$ cat config.mk
export PLATFORM = sky130hd
export DESIGN_NAME = scoreboard_ctrl
export DESIGN_NICKNAME = d
export VERILOG_FILES = /design/src/rtl/scoreboard_ctrl.sv
export SDC_FILE = /design/constraint.sdc
export NUM_CORES = 1
export LEC_CHECK = 0
export CORE_MARGIN = 4
export CORE_UTILIZATION = 40
export CTS_CLUSTER_DIAMETER = 50
export DETAILED_ROUTE_END_ITERATION = 10
export PLACE_DENSITY_LB_ADDON = 0.15
export RECOVER_POWER = 50
export SYNTH_ARGS = -nofsm -noshare
export SYNTH_HDL_FRONTEND = slang
export SYNTH_SLANG_ARGS = --single-unit
$ cat constraint.sdc
create_clock -name clk -period 2.6 [get_ports clk]
set_input_delay 0.26 -clock clk [delete_from_list [all_inputs] [get_ports clk]]
set_output_delay 0.26 -clock clk [all_outputs]
set_load 0.005 [all_outputs]
$ cat src/rtl/scoreboard_ctrl.sv
// scoreboard_ctrl: converts a binary score to BCD, commits it at frame start,
// and drives the scoreboard sprite address, read enable and digit select from
// the pixel counters.
module scoreboard_ctrl #(
  parameter int DIGITS  = 4,
  parameter int SCORE_W = 14,
  parameter int DIG_W   = 32,
  parameter int DIG_H   = 32,
  parameter int X0      = 16,
  parameter int Y0      = 16
) (
  input  logic               clk,
  input  logic               rst,
  input  logic [SCORE_W-1:0] score,
  input  logic               score_valid,
  output logic               busy,
  input  logic [10:0]        hcount,
  input  logic [10:0]        vcount,
  output logic [9:0]         addr,
  output logic               rden,
  output logic [9:0]         onehot,
  output logic               pix_en
);
  localparam int BW   = 4 * DIGITS;
  localparam int MAXV = 10 ** DIGITS - 1;
  localparam int CW   = $clog2(SCORE_W + 1);
  typedef enum logic [1:0] {IDLE, CONV, HOLD} state_t;
  state_t state_q, state_d;
  logic [SCORE_W-1:0] shreg_q, shreg_d, pval_q, pval_d, sat;
  logic [BW-1:0] bcd_q, bcd_d, disp_bcd_q, disp_bcd_d, adj;
  logic [CW-1:0] cnt_q, cnt_d;
  logic pend_q, pend_d, fs;
  logic in_r, blk, nz, vis, vis_q, vis2_q, pix_q;
  logic [10:0] dx, dy, k, col;
  logic [9:0] addr_n, addr_q, onehot_q;
  logic [3:0] dig, dig_q;
  assign sat  = (32'(score) > MAXV) ? SCORE_W'(MAXV) : score;
  assign fs   = (hcount == 11'd0) && (vcount == 11'd0);
  assign busy = (state_q != IDLE);
  always_comb begin
    adj = bcd_q;
    for (int i = 0; i < DIGITS; i++)
      adj[4*i +: 4] = (bcd_q[4*i +: 4] >= 4'd5) ? bcd_q[4*i +: 4] + 4'd3 : bcd_q[4*i +: 4];
  end
  always_comb begin
    state_d    = state_q;
    shreg_d    = shreg_q;
    bcd_d      = bcd_q;
    cnt_d      = cnt_q;
    disp_bcd_d = disp_bcd_q;
    pend_d     = pend_q | (score_valid && state_q != IDLE);
    pval_d     = (score_valid && state_q != IDLE) ? sat : pval_q;
    case (state_q)
      IDLE: if (score_valid) begin
        shreg_d = sat;
        bcd_d   = '0;
        cnt_d   = '0;
        state_d = CONV;
      end
      CONV: begin
        {bcd_d, shreg_d} = {adj, shreg_q} << 1;
        cnt_d = cnt_q + 1'b1;
        state_d = (cnt_q == CW'(SCORE_W - 1)) ? HOLD : CONV;
      end
      HOLD: if (fs) begin
        disp_bcd_d = bcd_q;
        state_d    = pend_d ? CONV : IDLE;
        // a strobe in this very cycle is already folded into pend_d/pval_d
        if (pend_d) begin
          shreg_d = pval_d;
          bcd_d   = '0;
          cnt_d   = '0;
          pend_d  = 1'b0;
        end
      end
      default: state_d = IDLE;
    endcase
  end
  assign in_r = (hcount >= 11'(X0)) && (hcount < 11'(X0 + DIGITS * DIG_W)) &&
                (vcount >= 11'(Y0)) && (vcount < 11'(Y0 + DIG_H));
  assign dx     = hcount - 11'(X0);
  assign dy     = vcount - 11'(Y0);
  assign k      = dx / 11'(DIG_W);
  assign col    = dx % 11'(DIG_W);
  assign addr_n = 10'(dy * 11'(DIG_W) + col);
  always_comb begin
    dig = '0;
    blk = 1'b0;
    nz  = 1'b0;
    for (int i = 0; i < DIGITS; i++) begin
      nz = nz | (disp_bcd_q[BW-4-4*i +: 4] != 4'd0);
      if (k == 11'(i)) begin
        dig = disp_bcd_q[BW-4-4*i +: 4];
        blk = !nz && (i != DIGITS - 1);
      end
    end
  end
  assign vis = in_r && !blk;
  always_ff @(posedge clk or posedge rst) begin
    if (rst) begin
      state_q    <= IDLE;
      shreg_q    <= '0;
      bcd_q      <= '0;
      cnt_q      <= '0;
      disp_bcd_q <= '0;
      pend_q     <= 1'b0;
      pval_q     <= '0;
      addr_q     <= '0;
      dig_q      <= '0;
      vis_q      <= 1'b0;
      vis2_q     <= 1'b0;
      onehot_q   <= '0;
      pix_q      <= 1'b0;
    end else begin
      state_q    <= state_d;
      shreg_q    <= shreg_d;
      bcd_q      <= bcd_d;
      cnt_q      <= cnt_d;
      disp_bcd_q <= disp_bcd_d;
      pend_q     <= pend_d;
      pval_q     <= pval_d;
      addr_q     <= addr_n;
      dig_q      <= dig;
      vis_q      <= vis;
      vis2_q     <= vis_q;
      onehot_q   <= vis_q ? 10'(1) << dig_q : '0;
      pix_q      <= vis2_q;
    end
  end
  assign addr   = addr_q;
  assign rden   = vis_q;
  assign onehot = onehot_q;
  assign pix_en = pix_q;
endmodule

==> out/qor.yml <==
synth:
  ys_seq_area_share_pct: 50.91
  synth_edf_count: 0
  syn_inst: 429
  synth-main-ff-cell: "dfrtp_1"
  synth.top_cell.area_share_pct: 50.91
  synth_seq_cells: 94
  yosysUniqueCellTypes: 49
  avgSynthCellArea_um2: 10.77
  synth_top_area_cell: "dfrtp_1"
  synth_area_leaders: "dfrtp_1 (51%), mux2_2 (5.6%), o21ai_0 (5.1%)"
  syn_area_um2: 4621
  ys.warnings.count: 0
  async_flop_share_pct: 100.0
  syn_nets: 484
worst_setup_path:
  crit_buf_inv: 3
  slowest_stage: "or4_4"
  r2r-start: "state_q[0]$_DFFE_PP0P_"
  startpoint: "hcount[4]"
  end_kind: "register"
  crit_fanout: 23
  required_ns: 2.82
  crit_arrival_ns: 2.57
  critical_path.top_delay_family: "simple AND/OR/NAND/NOR gates"
  critPathKind: "in -> reg"
  start_kind: "primary input"
  slowest_delay_ns: 0.46
  path_cells: "clkdlybuf4s50_1 -> inv_1 -> ha_1 -> nand2b_1 -> or4_4 -> o31a_1 -> or2_1 -> buf_4 -> mux2_2"
  r2r_slack_ns: 0.45
min_path:
  hp-start: "vis2_q$_DFF_PP0_"
  hold_path_class: "reg -> reg"
floorplan:
  core-area_um2: 11080
  rows: 38
  die_w_um: 115.5
  initial_core_util_pct: 41.71
  die_area_um2: 13340
  ios: 62
  die_h_um: 115.5
global_route:
  antenna_found_initial: 0
  grt_pass1_vias: 3512
  grt.total_usage_pct: 16.12
  grt_max_degree: 35
  grt_pass1_wl_um: 17170
  overflow: 0
clock_network:
  clockBufferDepth: 2
  cts_resized: 0
  clk_pin_slew_ns: 0.07
  cts_tree: "done"
  cts_buffers: 9
  clock-sinks: 94
  hold_buffers: 0
  htree_levels: 3
  cts_root_buffer: "clkbuf_16"
  post_cts_buffers: 0
  clkLatencyLatePin_ns: 0.34
final_layout:
  multi_input_area_um2: 2079
  syn_to_final_growth_pct: 25.97
  seqCellArea_um2: 2352
  antenna_cells: 0
  nNetsFinal: 559
  fillers: 977
  fin_cells: 649
  final_layout_size_suffix_gt1_share_pct: 15.72
timing:
  skew_ns: 0.004957
  grt_setup_unrepaired: "no"
  period_needed_ns: 2.353
  finalCritPeriodShare_pct: 90.49
  tightest_slew_ns: 1.440
  setup_tns_ns: 0
  hold_viol_final: 0
  max_freq_ghz: 0.4250
  final-max-slew-violation-count: 0
  slew_headroom_pct: 3.465
  finalSetupViolCount: 0
power_and_ir_drop:
  leakagePower_uw: 0.002567
  pwr-share-comb_pct: 34.4
  clockPowerShare_pct: 26.7
  intPower_uw: 3483
  max-vdd-ir-drop_v: 0.0004014
  powerDensity_nw_per_um2: 900.7
  power_switching_uw: 1760
  power_frac_seq_pct: 38.8
  swShare_pct: 33.57
detailed_routing:
  routed_via_density: 5.381
  drt_first_pass_iters: 4
  num_vias: 3492
  wl_per_cell_um: 15.75
  drtIter0Drc: 205
  wl_um: 10220
  drc: 0
  ant_nets: 0
placement:
  dp_hpwl_um: 7302
  portBuffers: 61
  dp_cells: 633
  place.gp.congestion: 0.7626
job:
  max_cap_violations: 0
status:
  outcome: "complete, no violations"
cell usage after synthesis, types with 3 or more instances:
| cell type | instances |
|---|---|
| a32o_1 | 4 |
| a31oi_1 | 3 |
| ha_1 | 16 |
| or4_1 | 4 |
| a22oi_1 | 4 |
| nor2b_1 | 8 |
| inv_1 | 22 |
| a21oi_1 | 7 |
| nor4_1 | 5 |
| mux2_2 | 23 |
| clkbuf_1 | 17 |
| nor2_1 | 27 |
| dfrtp_1 | 94 |
| o21ai_0 | 47 |
| buf_6 | 3 |
| a21o_1 | 5 |
| nand2_1 | 27 |
| nand3_1 | 18 |
| nand2b_1 | 10 |
| o32ai_1 | 3 |
| nor3_1 | 11 |
| a21boi_0 | 3 |
| xnor2_1 | 7 |
| mux2i_1 | 3 |
| o31ai_1 | 6 |
| a22o_1 | 4 |
| mux2_4 | 7 |
| mux4_2 | 4 |
| o211ai_1 | 10 |
| nand3b_1 | 3 |
worst register-to-register path, cell delays in order (launching register included):
cell,delay [ns]
dfrtp_1,0.40
inv_1,0.08
ha_1,0.25
nand2b_1,0.35
buf_4,0.27
a32o_1,0.26
a22o_1,0.18
mux2_4,0.26
cells by family after synthesis:
logic type,count (synthesis),share of synthesized area (%)
AND/OR/NAND/NOR,123,13.67
multiplexers,37,10.48
buffers and inverters,44,4.089
flip-flops,94,50.91
AO/OA/AOI/OAI,106,14.81
adder cells (fa/ha/maj),16,4.332
XOR/XNOR,9,1.706
final timing paths:
path / endpoint / depth (start not counted)
worst max-delay path: shreg_q[11]$_DFFE_PP0P_ / 9
worst min-delay path: pix_en$_DFF_PP0_ / 0
worst max register to register: shreg_q[6]$_DFFE_PP0P_ / 7
worst min register to register: pix_en$_DFF_PP0_ / 0
max in group asynchronous: state_q[1]$_DFFE_PP0P_ / 3
min in group asynchronous: pval_q[3]$_DFF_PP0_ / 2
metal layers:
metal / up-vias / global-route usage, % / share of wire, %
met5: - / 0 / 0
met4: 0 / 5.086 / 1.3
met3: 9 / 2.663 / 5.3
met2: 77 / 26.12 / 46
met1: 1714 / 22.32 / 47
li1: 1692 / - / -
stage by stage:
step                setup slack, ns  power (uW)  area [um2]  util, %  hold WS (ns)
global route                0.09280        5609        5821    52.54        0.3567
detailed placement         -0.09210        3891        5529    49.91        0.3358
finish                       0.2471        5243        5821    52.54        0.3476
global placement           -0.07641        3836        5529    49.91        0.3351
floorplan                    0.2793        3377        4624        -        0.2914
CTS                          0.2512        5311        5853    52.83        0.3508
flip-flops by register name, indices dropped and copies added, names as in the netlist, 2 cells and up:
| name | count |
|---|---|
| bcd_q | 16 |
| dig_q | 4 |
| shreg_q | 14 |
| state_q | 2 |
| pval_q | 14 |
| onehot | 10 |
| addr | 10 |
| cnt_q | 4 |
| disp_bcd_q | 16 |
placed cells by master, fill, tap and decap left out, drive strengths merged, types with 4 or more instances in the layout:
cell type	synthesis	final
dfrtp	94	94
clkinv	0	4
a21oi	7	7
nand3	18	18
a21o	5	5
nor2b	8	8
clkbuf	17	11
nor2	27	27
mux4	4	4
ha	16	16
nor3	11	11
dlygate4sd3	0	10
a22o	4	4
o211ai	10	10
o21ai	47	47
inv	22	21
xnor2	7	7
o31ai	6	6
a22oi	4	4
mux2	30	30
nand2	27	27
a32o	4	4
nor4	6	6
or4	5	5
nand2b	10	10
buf	5	23
clkdlybuf4s50	0	51
area by class of cell:
type	instances	area share, %
well taps	140	3.009
flip-flops and latches	94	40.41
clock inverters	7	1.698
inverters	22	1.440
clock buffers	9	3.869
repair buffers	86	13.84
multi-input cells	291	35.73
power groups by stage:
stage / logic [uW] / registers [uW] / clock network (uW)
floorplan: 1400 / 1980 / 0
global placement: 1790 / 2050 / 0
detailed placement: 1840 / 2050 / 0
CTS: 1840 / 2030 / 1440
global route: 2030 / 2080 / 1500
finish: 1810 / 2040 / 1400
Power figures use the tool's default switching activity.
